$ cat src/rtl/reg_sel_decoder_pkg.sv
// Shared register-file constants and the decoder state encoding.
package reg_sel_decoder_pkg;

    localparam int unsigned REG_ADDR_W = 4;
    localparam int unsigned REG_COUNT  = 16;

    typedef enum logic {
        S_IDLE  = 1'b0,
        S_CLEAR = 1'b1
    } state_e;

endpackage

$ cat src/rtl/reg_sel_decoder_if.sv
// Request/decode bus between the writeback/control side and the register-select decoder.
interface reg_sel_decoder_if
    import reg_sel_decoder_pkg::*;
#(
    parameter int unsigned ADDR_W = REG_ADDR_W
) ();

    logic                     wr_valid;
    logic [ADDR_W-1:0]        wr_addr;
    logic                     wr_ready;
    logic                     clr_req;
    logic                     clr_busy;
    logic [(1<<ADDR_W)-1:0]   dec_out;
    logic [ADDR_W-1:0]        dec_addr;
    logic                     dec_valid;

    modport master (
        output wr_valid, wr_addr, clr_req,
        input  wr_ready, clr_busy, dec_out, dec_addr, dec_valid
    );

    modport slave (
        input  wr_valid, wr_addr, clr_req,
        output wr_ready, clr_busy, dec_out, dec_addr, dec_valid
    );

endinterface

$ cat src/rtl/reg_sel_decoder_onehot_dec.sv
// Purely combinational binary-index to one-hot decoder.
module onehot_dec #(
    parameter int unsigned ADDR_W = 4
) (
    input  logic [ADDR_W-1:0]      idx,
    output logic [(1<<ADDR_W)-1:0] onehot
);

    always_comb begin
        onehot      = '0;
        onehot[idx] = 1'b1;
    end

endmodule

$ cat src/rtl/reg_sel_decoder.sv
// Registered register-select decoder with a one-per-cycle clear sequencer.
// Optional REG_SEL_ZERO_PROTECT_EN: normal writes to r0 produce no enable.
module reg_sel_decoder
    import reg_sel_decoder_pkg::*;
#(
    parameter int unsigned ADDR_W = REG_ADDR_W
) (
    input  logic              clk,
    input  logic              reset,
    reg_sel_decoder_if.slave  bus
);

    localparam int unsigned N = 1 << ADDR_W;
    localparam logic [ADDR_W-1:0] CNT_LAST = '1;

    state_e            state_q, state_d;
    logic [ADDR_W-1:0] cnt_q, cnt_d;
    logic [ADDR_W-1:0] sel_idx;
    logic [N-1:0]      onehot;
    logic [N-1:0]      out_q, out_d;
    logic [ADDR_W-1:0] addr_q, addr_d;
    logic              valid_q, valid_d;
    logic              busy_q, busy_d;
    logic              ready;

    assign ready = (state_q == S_IDLE) && !bus.clr_req;

    // cnt_q is 0 whenever idle, so a starting clear decodes r0 in its request cycle.
    assign sel_idx = (state_q == S_CLEAR || bus.clr_req) ? cnt_q : bus.wr_addr;

    onehot_dec #(
        .ADDR_W (ADDR_W)
    ) u_onehot_dec (
        .idx    (sel_idx),
        .onehot (onehot)
    );

    always_comb begin
        state_d = state_q;
        cnt_d   = cnt_q;
        out_d   = '0;
        addr_d  = '0;
        valid_d = 1'b0;
        busy_d  = 1'b0;
        unique case (state_q)
            S_IDLE: begin
                if (bus.clr_req) begin
                    out_d   = onehot;
                    addr_d  = cnt_q;
                    valid_d = 1'b1;
                    busy_d  = 1'b1;
                    cnt_d   = cnt_q + ADDR_W'(1);
                    state_d = S_CLEAR;
                end else if (bus.wr_valid) begin
`ifdef REG_SEL_ZERO_PROTECT_EN
                    if (bus.wr_addr != '0) begin
                        out_d   = onehot;
                        addr_d  = bus.wr_addr;
                        valid_d = 1'b1;
                    end
`else
                    out_d   = onehot;
                    addr_d  = bus.wr_addr;
                    valid_d = 1'b1;
`endif
                end
            end
            S_CLEAR: begin
                out_d   = onehot;
                addr_d  = cnt_q;
                valid_d = 1'b1;
                busy_d  = 1'b1;
                if (cnt_q == CNT_LAST) begin
                    cnt_d   = '0;
                    state_d = S_IDLE;
                end else begin
                    cnt_d = cnt_q + ADDR_W'(1);
                end
            end
            default: state_d = S_IDLE;
        endcase
    end

    always_ff @(posedge clk) begin
        if (reset) begin
            state_q <= S_IDLE;
            cnt_q   <= '0;
            out_q   <= '0;
            addr_q  <= '0;
            valid_q <= 1'b0;
            busy_q  <= 1'b0;
        end else begin
            state_q <= state_d;
            cnt_q   <= cnt_d;
            out_q   <= out_d;
            addr_q  <= addr_d;
            valid_q <= valid_d;
            busy_q  <= busy_d;
        end
    end

    assign bus.wr_ready  = ready;
    assign bus.dec_out   = out_q;
    assign bus.dec_addr  = addr_q;
    assign bus.dec_valid = valid_q;
    assign bus.clr_busy  = busy_q;

endmodule

$ cat src/flat_wrapper.sv
// flat-port wrapper written by rule: the top's interface ports become plain ports
module reg_sel_decoder_flat import reg_sel_decoder_pkg::*;
#(
    parameter int unsigned ADDR_W = REG_ADDR_W
)
  (clk, reset, bus_wr_valid, bus_wr_addr, bus_clr_req, bus_wr_ready, bus_clr_busy, bus_dec_out, bus_dec_addr, bus_dec_valid);
  reg_sel_decoder_if #(.ADDR_W(ADDR_W)) bus_i ();
  input  logic clk;
  input  logic reset;
  input wire logic [$bits(bus_i.wr_valid)-1:0] bus_wr_valid;
  input wire logic [$bits(bus_i.wr_addr)-1:0] bus_wr_addr;
  input wire logic [$bits(bus_i.clr_req)-1:0] bus_clr_req;
  output wire logic [$bits(bus_i.wr_ready)-1:0] bus_wr_ready;
  output wire logic [$bits(bus_i.clr_busy)-1:0] bus_clr_busy;
  output wire logic [$bits(bus_i.dec_out)-1:0] bus_dec_out;
  output wire logic [$bits(bus_i.dec_addr)-1:0] bus_dec_addr;
  output wire logic [$bits(bus_i.dec_valid)-1:0] bus_dec_valid;
  assign bus_i.wr_valid = bus_wr_valid;
  assign bus_i.wr_addr = bus_wr_addr;
  assign bus_i.clr_req = bus_clr_req;
  assign bus_wr_ready = bus_i.wr_ready;
  assign bus_clr_busy = bus_i.clr_busy;
  assign bus_dec_out = bus_i.dec_out;
  assign bus_dec_addr = bus_i.dec_addr;
  assign bus_dec_valid = bus_i.dec_valid;
  reg_sel_decoder #(.ADDR_W(ADDR_W)) u_core (.clk(clk), .reset(reset), .bus(bus_i));
endmodule
$ cat config.mk
export PLATFORM = sky130hd
export DESIGN_NAME = reg_sel_decoder_flat
export DESIGN_NICKNAME = d
export VERILOG_FILES = /design/src/rtl/reg_sel_decoder_pkg.sv /design/src/rtl/reg_sel_decoder_if.sv /design/src/rtl/reg_sel_decoder_onehot_dec.sv /design/src/rtl/reg_sel_decoder.sv /design/src/flat_wrapper.sv
export SDC_FILE = /design/constraint.sdc
export NUM_CORES = 1
export LEC_CHECK = 0
export BUFFER_PORTS_ARGS = -buffer_cell sky130_fd_sc_hd__buf_2
export CAP_MARGIN = 10
export CORE_MARGIN = 5
export CORE_UTILIZATION = 50
export DETAILED_ROUTE_END_ITERATION = 16
export PLACE_DENSITY = 0.77
export SYNTH_ARGS = -nofsm -noshare
export SYNTH_HDL_FRONTEND = slang
export SYNTH_HIERARCHICAL = 1
export SYNTH_SLANG_ARGS = --single-unit
$ cat constraint.sdc
create_clock -name clk -period 2.1 [get_ports clk]
set_input_delay 0.105 -clock clk [delete_from_list [all_inputs] [get_ports clk]]
set_output_delay 0.105 -clock clk [all_outputs]
set_load 0.1 [all_outputs]
==> qor.csv <==
metric;value;unit
TritonCTS clock tree;built;
Critical Path Max Stage Delay;0.36;ns
Final nets;143;
Final Cycle Share;0.839;
CP required;2.32;ns
Worst Skew;0.00630;ns
Post-Synthesis Net Count;116;
later-pin clock latency in the skew report;0.31;ns
CTS root buffer;clkbuf_4;
R2R Setup Slk;0.34;ns
Setup TNS;0;ns
crit-path cells;or2_1, inv_4, nand2_1, nand2_1, and4bb_2, and2_1;
CTS H-tree lvls;1;
first-pass GRT wire length;3000;um
Setup CP Type;reg -> reg;
Final setup viols;0;
critical path capture point type;flop;
PortBufs;30;
status;complete, no violations;
Lkg Pwr;0.000599;uW
Cells after Synth;107;
FMAX;568;MHz
n_diodes;0;
I/O pins;31;
gpl congestion;0.834;
Hold Buf Count CTS;0;
Net Sw Frac;0.322;
slowest CP cell;dfxtp_1;
share of total power in sequential cells;0.564;
PD cells;759;nW/um^2
layout cells sized above 1;0.331;
Tmin final;1.76;ns
Net Switching;307;uW
dpl hpwl;1370;um
kind of start point of the critical path;flop;
Synth Warn #;6;
Layout Cells excl Fill;161;
drt initial violations;6;
Clk pin slew, worst setup/hold paths;0.13;ns
max cap viols;0;
die width;57.1;um
clock sink count;27;
Std-Cell Rows;17;
HP Class;in -> reg;
Max Fanout on Critical Path;16;
CTS Buf Count;3;
fill count;209;
clock power share;0.212;
final core occ;0.580;
vias in the first global route;699;
Residual DRC;0;
Mapped Avg Cell Area;10.3;um^2
per-cell routed wire length;11.3;um
Max Buffers Root-to-Sink;2;
drt total wl;1830;um
P_int;648;uW
synthesized area;1110;um^2
number of routed nets with antenna violations;0;
Final Hold Vio Count;0;
worst-margin pin slew;0.741;ns
pin count of the biggest net entering global routing;18;
DR pass1 iterations;3;
DIE AREA;3260;um^2
Yosys reg bits;27;
post-CTS setup buffers;0;
post-cts resize count;0;
via/cell ratio;4.98;
critical path arrival;1.98;ns
starting density of the core;0.510;
Synth-to-Final Area Change;13.7;%
most frequent cells in the layout;buf_2, dfxtp_1, and2_1;
routed vias;801;
Synth cell types;26;
Rel. slew slack;0.504;
dpl cells;157;
GRT Residual Overflow;0;
sequential element share of the synthesized area;0.488;
overall die height;57.1;um
Crit path top cell by count;nand2_1;
RSZ-0062 raised after global routing;false;
Comb power frac;0.223;
Max Slew Vio Count;0;
commonest non-fill, non-tap cell in the layout;buf_2;
initial antenna violation count;0;
worst vdd ir;0.446;mV
core area;2170;um^2
total global routing track utilization;0.114;
[sequential cells by signal, summed over array words and instances, names as in the netlist]
signal,count
u_core/bus.dec_out,16
u_core/bus.dec_addr,4
u_core/cnt_q,4
u_core/bus.clr_busy,1
u_core/bus.dec_valid,1
u_core/state_q,1
[critical path: cells and delay by family, from the launching register on]
kind / cells / cell delay, ns
buffers and inverters: 1 / 0.15
DFF: 1 / 0.36
and+or+nand+nor: 5 / 1.16
[cell families (layout without fill, tap and decap cells)]
| kind of cell | Yosys count | after routing | synth area share |
|---|---|---|---|
| buf+inv | 9 | 35 | 0.0610 |
| compound gates | 8 | 8 | 0.0429 |
| flops | 27 | 27 | 0.488 |
| simple gates | 60 | 60 | 0.381 |
| xor+xnor | 2 | 2 | 0.0158 |
| fa+ha+maj | 1 | 1 | 0.0113 |
[layer usage]
metal / up-vias / wire length (um) / GRT usage
met3: 2 / 133 / 0.0339
met1: 353 / 807 / 0.143
li1: 426 / - / -
met4: 0 / 14 / 0.0497
met2: 20 / 868 / 0.183
met5: - / 0 / 0
[cell usage after synthesis (all sizes together)]
cell type | instances | area, um^2
nor3 | 3 | 15.0
and4b | 4 | 40.0
xor2 | 2 | 17.5
nor4 | 1 | 12.5
nor4b | 4 | 60.1
a21oi | 6 | 33.8
and4bb | 6 | 75.1
and4 | 2 | 18.8
or3 | 1 | 6.26
or2 | 1 | 6.26
o21ai | 1 | 5.00
buf | 7 | 57.6
o2111ai | 1 | 8.76
and2 | 16 | 100
nand2 | 15 | 56.3
inv | 1 | 6.26
nand3 | 4 | 20.0
nor2 | 3 | 11.3
ha | 1 | 12.5
dfxtp | 27 | 541
clkbuf | 1 | 3.75
[final cells by class]
type | count | area [um^2] | share of cell area
Inverter | 1 | 6.26 | 0.00497
Clock inverter | 1 | 5.00 | 0.00398
Sequential cell | 27 | 541 | 0.429
Clock buffer | 3 | 22.5 | 0.0179
Multi-Input combinational cell | 71 | 499 | 0.397
Tap cell | 28 | 35.0 | 0.0278
Timing Repair Buffer | 30 | 150 | 0.119
[through the flow]
stage                     cell area [um^2]  power (uW)  setup WS, ns  hold WS, ns
after floorplan                       1110         742         0.388        0.257
after global placement                1230         761         0.431        0.400
after detailed placement              1230         765         0.355        0.398
after CTS                             1260         970         0.342       0.0539
after global routing                  1260        1010         0.224       0.0427
final                                 1260         956         0.339       0.0713
[power by group through the flow]
stage	clock, uW	sequential (uW)	combinational, uW
global route	239	542	227
finish	203	539	213
floorplan	0	644	97.9
global placement	0	550	211
detailed placement	0	551	214
CTS	216	540	214
[worst paths after layout]
kind | startpoint | end | cells after the start
worst max register to register | u_core/state_q$_SDFF_PP0_ | u_core/bus.dec_out[6]$_SDFF_PP0_ | 6
worst max-delay path | u_core/state_q$_SDFF_PP0_ | u_core/bus.dec_out[6]$_SDFF_PP0_ | 6
worst min-delay path | bus_wr_addr[0] | u_core/bus.dec_addr[0]$_SDFF_PP0_ | 3
worst min register to register | u_core/cnt_q[1]$_SDFFE_PP0N_ | u_core/cnt_q[1]$_SDFFE_PP0N_ | 2
Power figures use the tool's default switching activity.
